`config.mk`:
```
export PLATFORM = sky130hd
export DESIGN_NAME = fp_div_pack
export DESIGN_NICKNAME = d
export VERILOG_FILES = /design/src/rtl/fp_pkg.sv /design/src/rtl/fp_classify.sv /design/src/rtl/fp_div_pack.sv
export SDC_FILE = /design/constraint.sdc
export NUM_CORES = 1
export LEC_CHECK = 0
export ABC_AREA = 1
export CELL_PAD_IN_SITES_DETAIL_PLACEMENT = 1
export CELL_PAD_IN_SITES_GLOBAL_PLACEMENT = 2
export CORE_ASPECT_RATIO = 1.2
export CORE_UTILIZATION = 28
export DETAILED_ROUTE_END_ITERATION = 7
export GPL_ROUTABILITY_DRIVEN = 0
export HOLD_SLACK_MARGIN = 0.12
export PLACE_DENSITY_LB_ADDON = 0.08
export SLEW_MARGIN = 20
export SYNTH_ARGS = -nofsm -noshare
export SYNTH_HDL_FRONTEND = slang
export SYNTH_SLANG_ARGS = --single-unit
export TNS_END_PERCENT = 50
```
`constraint.sdc`:
```
create_clock -name clk -period 2.3 [get_ports clk]
set_clock_uncertainty 0.05 [all_clocks]
set_input_delay 0.46 -clock clk [delete_from_list [all_inputs] [get_ports clk]]
set_output_delay 0.46 -clock clk [all_outputs]
set_load 0.02 [all_outputs]
```
`src/rtl/fp_pkg.sv`:
```
// fp_pkg: shared single-precision FP constants, operand class and exception flag types
package fp_pkg;
  localparam int EXP_WIDTH = 8;
  localparam int MAN_WIDTH = 23;
  localparam int BIAS = 127;
  typedef enum logic [1:0] {FP_ZERO, FP_NORMAL, FP_INF, FP_NAN} fp_class_t;
  typedef struct packed {
    logic invalid;
    logic div_by_zero;
    logic overflow;
    logic underflow;
  } fp_flags_t;
  localparam logic [31:0] QNAN = 32'h7FC0_0000;
endpackage

```
`src/rtl/fp_classify.sv`:
```
// fp_classify: combinational IEEE operand classifier (subnormals read as zero)
//   x   in  packed IEEE operand
//   cls out operand class
module fp_classify
  import fp_pkg::*;
#(
  parameter int EXP_WIDTH = fp_pkg::EXP_WIDTH,
  parameter int MAN_WIDTH = fp_pkg::MAN_WIDTH
) (
  input  logic [EXP_WIDTH+MAN_WIDTH:0] x,
  output fp_class_t                    cls
);
  logic [EXP_WIDTH-1:0] ex;
  logic [MAN_WIDTH-1:0] fr;
  assign ex = x[EXP_WIDTH+MAN_WIDTH-1:MAN_WIDTH];
  assign fr = x[MAN_WIDTH-1:0];
  assign cls = ~|ex ? FP_ZERO : ~&ex ? FP_NORMAL : |fr ? FP_NAN : FP_INF;
endmodule

```
`src/rtl/fp_div_pack.sv`:
```
// fp_div_pack: two-stage FP divide back end: exponent, special cases, saturation, packing
//   in_valid/in_ready    accept a, b, m3, decrement_exponent
//   out_valid/out_ready  deliver result and one-hot flags
//   rst_n                asynchronous active-low reset
module fp_div_pack
  import fp_pkg::*;
#(
  parameter int EXP_WIDTH = fp_pkg::EXP_WIDTH,
  parameter int MAN_WIDTH = fp_pkg::MAN_WIDTH,
  parameter int BIAS = fp_pkg::BIAS
) (
  input  logic                         clk,
  input  logic                         rst_n,
  input  logic                         in_valid,
  output logic                         in_ready,
  input  logic [EXP_WIDTH+MAN_WIDTH:0] a,
  input  logic [EXP_WIDTH+MAN_WIDTH:0] b,
  input  logic [MAN_WIDTH-1:0]         m3,
  input  logic                         decrement_exponent,
  output logic                         out_valid,
  input  logic                         out_ready,
  output logic [EXP_WIDTH+MAN_WIDTH:0] result,
  output logic                         flag_invalid,
  output logic                         flag_div_by_zero,
  output logic                         flag_overflow,
  output logic                         flag_underflow
);
  localparam int W = 1 + EXP_WIDTH + MAN_WIDTH;
  localparam int EW2 = EXP_WIDTH + 2;
  localparam logic signed [EW2-1:0] EMAX = EW2'((2 ** EXP_WIDTH) - 1);
  fp_class_t ca, cb, ca1, cb1;
  logic v1, v2, adv1, adv2, s1;
  logic signed [EW2-1:0] e_nx, e1;
  logic [MAN_WIDTH-1:0] m1;
  logic [W-1:0] res_nx, inf_w, zero_w, norm_w, qnan;
  fp_flags_t flg_nx, flg;
  logic an, bn, ai, bi, az, bz, anr, bnr, inv, dbz, inf3, zer, nn, ov, uf;
  fp_classify #(.EXP_WIDTH(EXP_WIDTH), .MAN_WIDTH(MAN_WIDTH)) u_cls_a (.x(a), .cls(ca));
  fp_classify #(.EXP_WIDTH(EXP_WIDTH), .MAN_WIDTH(MAN_WIDTH)) u_cls_b (.x(b), .cls(cb));
  assign adv2 = ~v2 | out_ready;
  assign adv1 = ~v1 | adv2;
  assign in_ready = adv1;
  // EW2 bits holds the full range of ea-eb+BIAS-1 without wrapping
  assign e_nx = EW2'({2'b00, a[W-2:MAN_WIDTH]}) - EW2'({2'b00, b[W-2:MAN_WIDTH]})
              + EW2'(BIAS) - EW2'(decrement_exponent);
  always_ff @(posedge clk or negedge rst_n) begin
    if (!rst_n) begin
      v1  <= 1'b0;
      ca1 <= FP_ZERO;
      cb1 <= FP_ZERO;
      s1  <= 1'b0;
      e1  <= '0;
      m1  <= '0;
    end else begin
      if (adv1) v1 <= in_valid;
      if (adv1 && in_valid) begin
        ca1 <= ca;
        cb1 <= cb;
        s1  <= a[W-1] ^ b[W-1];
        e1  <= e_nx;
        m1  <= m3;
      end
    end
  end
  always_comb begin
    an  = ca1 == FP_NAN;
    bn  = cb1 == FP_NAN;
    ai  = ca1 == FP_INF;
    bi  = cb1 == FP_INF;
    az  = ca1 == FP_ZERO;
    bz  = cb1 == FP_ZERO;
    anr = ca1 == FP_NORMAL;
    bnr = cb1 == FP_NORMAL;
    inv  = an | bn | (az & bz) | (ai & bi);
    dbz  = anr & bz;
    inf3 = ai & (bz | bnr);
    zer  = (az & ~bz) | (~ai & bi);
    nn   = anr & bnr;
    ov   = e1 >= EMAX;
    uf   = e1 <= 0;
    qnan   = {1'b0, {EXP_WIDTH{1'b1}}, 1'b1, {(MAN_WIDTH - 1){1'b0}}};
    inf_w  = {s1, {EXP_WIDTH{1'b1}}, {MAN_WIDTH{1'b0}}};
    zero_w = {s1, {(W - 1){1'b0}}};
    norm_w = {s1, e1[EXP_WIDTH-1:0], m1};
    res_nx = inv ? qnan : (dbz | inf3) ? inf_w : zer ? zero_w :
             ov ? inf_w : uf ? zero_w : norm_w;
    flg_nx = {inv, dbz, nn & ov, nn & ~ov & uf};
  end
  always_ff @(posedge clk or negedge rst_n) begin
    if (!rst_n) begin
      v2     <= 1'b0;
      result <= '0;
      flg    <= '0;
    end else begin
      if (adv2) v2 <= v1;
      if (adv2 && v1) begin
        result <= res_nx;
        flg    <= flg_nx;
      end
    end
  end
  assign out_valid        = v2;
  assign flag_invalid     = flg.invalid;
  assign flag_div_by_zero = flg.div_by_zero;
  assign flag_overflow    = flg.overflow;
  assign flag_underflow   = flg.underflow;
endmodule
```
==> out/metrics.cfg, run 1 <==
[min_path]
worstHoldStart=m1[18]$_DFFE_PN0P_
hold_class=flip-flop to flip-flop
hold_end=result[18]$_DFFE_PN0P_
hold_depth=2

[power]
seqPwrFrac=0.354
pwr-share-clk=0.235
switching_share=0.3423
p_comb_frac=0.411
p_leak_nw=3.230
intPower_mw=3.415
max-vdd-ir-drop_uv=371.2
power_mw=5.192
p_sw_mw=1.777
p_per_area_nw_per_um2=778.0

[final_layout]
layout.nets=817
syn2layout_area_growth_pct=66.32
final_util=0.4809
final_cell_mix=nand2_1 (202), clkdlybuf4s50_1 (114), dfrtp_1 (76), buf_4 (65), inv_1 (34)
diodes=0
drive_gt1_frac=0.2489
fin_cells=882
final_common_cell=nand2_1

[global_routing]
grt_usage=0.1819
grt_pass1_wl_mm=21.51
grtUsageMet1=0.1964
grt_max_degree=53
antenna_found_initial=0
use_met2=0.3576
busiest_layer=met2
overflow=0
grt_pass1_vias=4483
met3_usage=0.02411

[clocking]
insertion_delay_ns=0.33
cts_tree=built
cts_sinks=76
path_clk_slew_ns=0.05
cts_buffer_depth=2
h-tree-depth=3
cts-buffers-inserted=9
root_buffer=clkbuf_16

[setup_path]
worstReg2RegStart=e1[8]$_DFFE_PN0P_
worst_setup_path_start_kind=primary input
path_cells=buf_6 > inv_12 > ha_4 > inv_2 > fa_2 > nand3_4 > nand3_4 > nand2_2 > nand2_2 > ha_4 > nand2_4 > buf_6 > nand3b_1 > nand2_1 > nand2_1 > nand3_1 > nand2_1
cp_num_buf_inv=4
r2r_slack_ns=0.57
slowest_delay_ns=0.44
critPathMostFrequentCell=nand2_1
critPathMaxFanout=3
arrival_ns=2.47
cpMaxStageDelayCell=fa_2
r2r-end=result[11]$_DFFE_PN0P_
critPathCaptureType=flip-flop
crit_family=adder cells
path_depth=17
r2r_cells=9
path_class=primary input to flip-flop
crit_required_ns=2.47

[synth]
synth.avg_cell_area_um2=7.883
seq_area_frac_synth=0.4740
ys_warn_count=0
synthArstFlopShare=1.000
ys_ff_latch=76
synth_xor_area_frac=0.01528
synth_top_family_by_area=simple AND/OR/NAND/NOR gates
synth_fp_nets=619
synthCells=509
synthMuxAreaShare=0
yosys.area_share.simple=0.3305
syn-cell-area_um2=4013
synth.distinct_cells=35
synth-main-ff-cell=dfrtp_1
yosys.area_share.adder=0.05987
synth_edf_count=0
synth_compound_area_frac=0.05675

[drt]
drt-total-wl_mm=12.95
wl_per_cell_um=14.68
drt_pass1_iterations=6
via_per_inst=4.626
ant_nets=0
drt-initial-drc-count=153
drc_errors=11
num_vias=4080

[timing]
finalSetupViolations=0
finalMaxSlewViolations=0
max_slew_margin=0.6843
grt_setup_unrepaired=yes
hold_viol=0
fin_crit_sh=0.9998
period_needed_ns=2.299
worstMarginPinSlew_ns=0.4735
fmax_mhz=434.9

[floorplan]
die_area_um2=14820
die_x_um=111.3
core_um2=13880
die_h_um=133.1
ios=130
start_util=0.2891
std_cell_rows=47

[placed_design]
port_buffers=129
dp.final_hpwl_mm=9.663
placed_cells=849

[status]
outcome=finished with violations
violations=design-rule violations

[run]
drv_cap=0

## synthesized netlist by cell type, drive strengths merged, types with 3 or more instances
library cell	count	area, um^2
nand2	230	888.3
dfrtp	76	1902
inv	50	187.7
nand3	22	130.1
nor2	17	90.09
ha	16	200.2
a21oi	15	75.07
o21ai	15	78.83
nor4	14	87.58
nand4	13	81.33
clkbuf	11	41.29
nor3	7	35.03
xor2	4	35.03
xnor2	3	26.28
## area by class of cell
type	instances	area (um^2)
fillers	1638	7204
multi-input cells	370	2225
flip-flops and latches	76	1902
repair buffers	200	1872
clock buffers	12	236.5
well taps	171	214.0
inverters	50	210.2
clock inverters	3	15.01
## metrics by stage
step	TNS, ns	instance area, um^2	hold slack, ns	setup WS [ns]
floorplan	-0.8078	4124	0.1144	-0.2276
global placement	-6.344	5995	0.3373	-0.8731
detailed placement	-6.767	5995	0.3406	-0.9377
CTS	-0.04974	6470	0.4187	-0.04974
global route	-0.5273	6674	0.4253	-0.1248
finish	0	6674	0.4183	0.0005154
## flip-flops by register name, summed over array words and instances, names as in the netlist, 2 cells and up
register and count:
e1 10, ca1 2, cb1 2, m1 23
result 32
## what timing repair did
item                                    4_1_cts  5_1_grt
hold buffers                                  1        0
gates cloned                                  0        0
endpoints found under the setup margin        8        6
resized for setup                            80       39
hold endpoints to repair                     24        0
buffers inserted                             11        6
pin swaps                                    28       36
## metal layers
layer / part of all wire / vias to the layer above
met5: 0 / -
met1: 0.39 / 1970
met3: 0.025 / 20
met4: 0.021 / 0
li1: - / 2023
met2: 0.56 / 67
## how the worst max path moves through the flow
stage                from           endpoint  slack [ns]
floorplan           a[23]  e1[7]$_DFFE_PN0P_       -0.23
global placement    a[23]  e1[7]$_DFFE_PN0P_       -0.87
detailed placement  a[23]  e1[7]$_DFFE_PN0P_       -0.94
CTS                 b[25]  e1[8]$_DFFE_PN0P_       -0.05
global route        b[25]  e1[8]$_DFFE_PN0P_       -0.12
finish              a[23]  e1[8]$_DFFE_PN0P_      0.0005
## worst register-to-register path: cells and delay by family, from the launching register on
kind                   cells  cell delay [ns]
buffers and inverters      1             0.17
flip-flops                 1             0.43
AND/OR/NAND/NOR            8             1.00
## cell families (layout without fill, tap and decap cells)
logic type      after synthesis  after routing
compound gates               40             40
buf+inv                      63            265
flops                        76             76
xor+xnor                      7              7
simple gates                305            305
fa+ha+maj                    18             18
## power by group through the flow
stage | Clock, mW | Sequential, mW | Combinational, mW
5_1_grt | 1.31 | 1.88 | 2.35
2_1_floorplan | 0 | 2.00 | 0.793
3_5_place_dp | 0 | 1.86 | 1.89
6_report | 1.22 | 1.84 | 2.13
4_1_cts | 1.26 | 1.84 | 2.02
3_3_place_gp | 0 | 1.84 | 1.85
Power figures use the tool's default switching activity.
==> run 2: changes to the inputs <==
--- a/config.mk
+++ b/config.mk
@@ -6,14 +6,15 @@
 export NUM_CORES = 1
 export LEC_CHECK = 0
 export ABC_AREA = 1
+export ABC_CLOCK_PERIOD_IN_PS = 2300
 export CELL_PAD_IN_SITES_DETAIL_PLACEMENT = 1
 export CELL_PAD_IN_SITES_GLOBAL_PLACEMENT = 2
-export CORE_ASPECT_RATIO = 1.2
+export CORE_ASPECT_RATIO = 1.4
 export CORE_UTILIZATION = 28
 export DETAILED_ROUTE_END_ITERATION = 7
 export GPL_ROUTABILITY_DRIVEN = 0
 export HOLD_SLACK_MARGIN = 0.12
-export PLACE_DENSITY_LB_ADDON = 0.08
+export PLACE_DENSITY_LB_ADDON = 0.1
 export SLEW_MARGIN = 20
 export SYNTH_ARGS = -nofsm -noshare
 export SYNTH_HDL_FRONTEND = slang
==> run 2 against run 1 <==
Effect of this change: the flow now finishes without violations; maximum frequency up 0.31%; sequential power hardly changed; cell count grew 1.0%; die area barely moved; clock-buffer cell count decreased by 2; power up 0.31%; via count down 0.15%; utilization down 1.4 points; non-clock buffer count decreased by 6; hold slack better by 0.0059 ns.
==> out/metrics.cfg, run 2 (synthesis gave the netlist of run 1 again) <==
[status]
outcome=complete, no violations

[floorplan]
start_util=0.2871
core_um2=13970
ios=130
die_area_um2=14820
std_cell_rows=51
die_x_um=103.2
die_h_um=143.6

[placed_design]
place_area_um2=6007
port_buffers=129
dp.final_hpwl_mm=9.865

[clocking]
cts-buffers-inserted=9
cts_buffer_depth=2
insertion_delay_ns=0.33
cts_tree=built
h-tree-depth=3
path_clk_slew_ns=0.06
cts_sinks=76
root_buffer=clkbuf_16

[final_layout]
final_cell_mix=nand2_1 (209), clkdlybuf4s50_1 (115), dfrtp_1 (76), buf_4 (63), inv_1 (38)
registers.top_by_ff_count=result
final_common_cell=nand2_1
final_cell_area_um2=6524
layout.nets=811
top_regs=result x32, m1 x23, e1 x10
final_util=0.4668
largest_register_ffs=32
syn2layout_area_growth_pct=62.58
drive_gt1_frac=0.2295
diodes=0

[setup_path]
worst_setup_path_start_kind=primary input
slowest_delay_ns=0.38
cp_num_buf_inv=4
arrival_ns=2.46
critPathMaxFanout=3
worstReg2RegStart=cb1[0]$_DFFE_PN0P_
crit_family=adder cells
r2r_slack_ns=0.55
r2r_cells=10
critPathMostFrequentCell=nand2_1
cpMaxStageDelayCell=fa_2
crit_required_ns=2.47
path_cells=buf_6 > inv_12 > ha_4 > inv_2 > fa_2 > xor2_2 > buf_4 > ha_4 > a21o_1 > a31oi_2 > nor2_2 > nand3b_1 > nand2_1 > nand2_1 > nand3_1 > nand2_1
r2r-end=result[20]$_DFFE_PN0P_
path_class=primary input to flip-flop
critPathCaptureType=flip-flop
startpoint=a[23]

[global_routing]
antenna_found_initial=0
grt_pass1_vias=4671
grt_max_degree=45
overflow=0
grt_usage=0.1842
grt_pass1_wl_mm=21.13

[timing]
holdWs_ns=0.4242
fin_crit_sh=0.9967
grt_setup_unrepaired=yes
period_needed_ns=2.292
fmax_mhz=436.2
hold_viol=0
max_slew_margin=0.6681
setup-tns-final_ns=0
finalSetupViolations=0
worstMarginPinSlew_ns=0.4979
finalMaxSlewViolations=0

[drt]
drt-total-wl_mm=12.44
wl_per_cell_um=13.96
drt-initial-drc-count=90
drt_pass1_iterations=4
drc_errors=0
via_per_inst=4.572
num_vias=4074
ant_nets=0

[min_path]
worstHoldStart=m1[3]$_DFFE_PN0P_
hold_end=result[3]$_DFFE_PN0P_
hold_class=flip-flop to flip-flop
hold_depth=2

[run]
drv_cap=0

[power]
max-vdd-ir-drop_uv=374.3
p_per_area_nw_per_um2=798.4
p_leak_nw=3.170

-- run 2: worst max-delay path by stage --
stage                   endpoint  slack (ns)  cells after the start
2_1_floorplan  e1[7]$_DFFE_PN0P_       -0.23                     13
3_3_place_gp   e1[7]$_DFFE_PN0P_       -0.88                     14
3_5_place_dp   e1[8]$_DFFE_PN0P_       -0.95                     15
4_1_cts        e1[8]$_DFFE_PN0P_       -0.03                     16
5_1_grt        e1[8]$_DFFE_PN0P_       -0.13                     17
6_report       e1[8]$_DFFE_PN0P_       0.008                     16
-- run 2: metrics by stage --
step | setup slack, ns | total power, mW | cells
after floorplan | -0.2276 | 2.795 | 509
after global placement | -0.8774 | 3.691 | 864
after detailed placement | -0.9496 | 3.747 | 864
after CTS | -0.03232 | 5.271 | 891
after global routing | -0.1295 | 5.564 | 891
final | 0.007649 | 5.208 | 891
-- run 2: power breakdown --
part | switching (mW) | internal [mW] | leakage [nW]
Clock | 0.543 | 0.840 | 0.142
Sequential | 0.207 | 1.63 | 0.953
Combinational | 1.01 | 0.980 | 2.07
Total | 1.76 | 3.45 | 3.17
-- run 2: worst reg2reg max path: cells and delay by family (launching register included) --
family	cells	cell delay [ns]
AND/OR/NAND/NOR	5	0.40
flip-flops	1	0.41
AO/OA/AOI/OAI	2	0.39
buffers and inverters	3	0.40
-- run 2: final cells by class --
type / count / area (um^2)
fillers: 1652 / 7451
multi-input cells: 370 / 2133
flip-flops and latches: 76 / 1902
repair buffers: 194 / 1763
well taps: 185 / 231.5
clock buffers: 10 / 229.0
inverters: 50 / 200.2
clock inverters: 6 / 65.06
-- run 2: timing repair --
item | in CTS | in global routing
endpoints found under the hold margin | 36 | 0
hold buffers | 1 | 0
resized for setup | 77 | 4
pin swaps | 34 | 10
buffers inserted | 10 | 0
setup endpoints to repair | 8 | 6
-- run 2: routing by layer --
layer / global-route usage / up-vias / wire length, um / part of all wire
met2: 0.3677 / 89 / 7126 / 0.57
met4: 0.06004 / 0 / 240 / 0.019
met5: 0 / - / 0 / 0
li1: - / 2009 / - / -
met1: 0.1909 / 1960 / 4711 / 0.38
met3: 0.02529 / 16 / 362 / 0.029
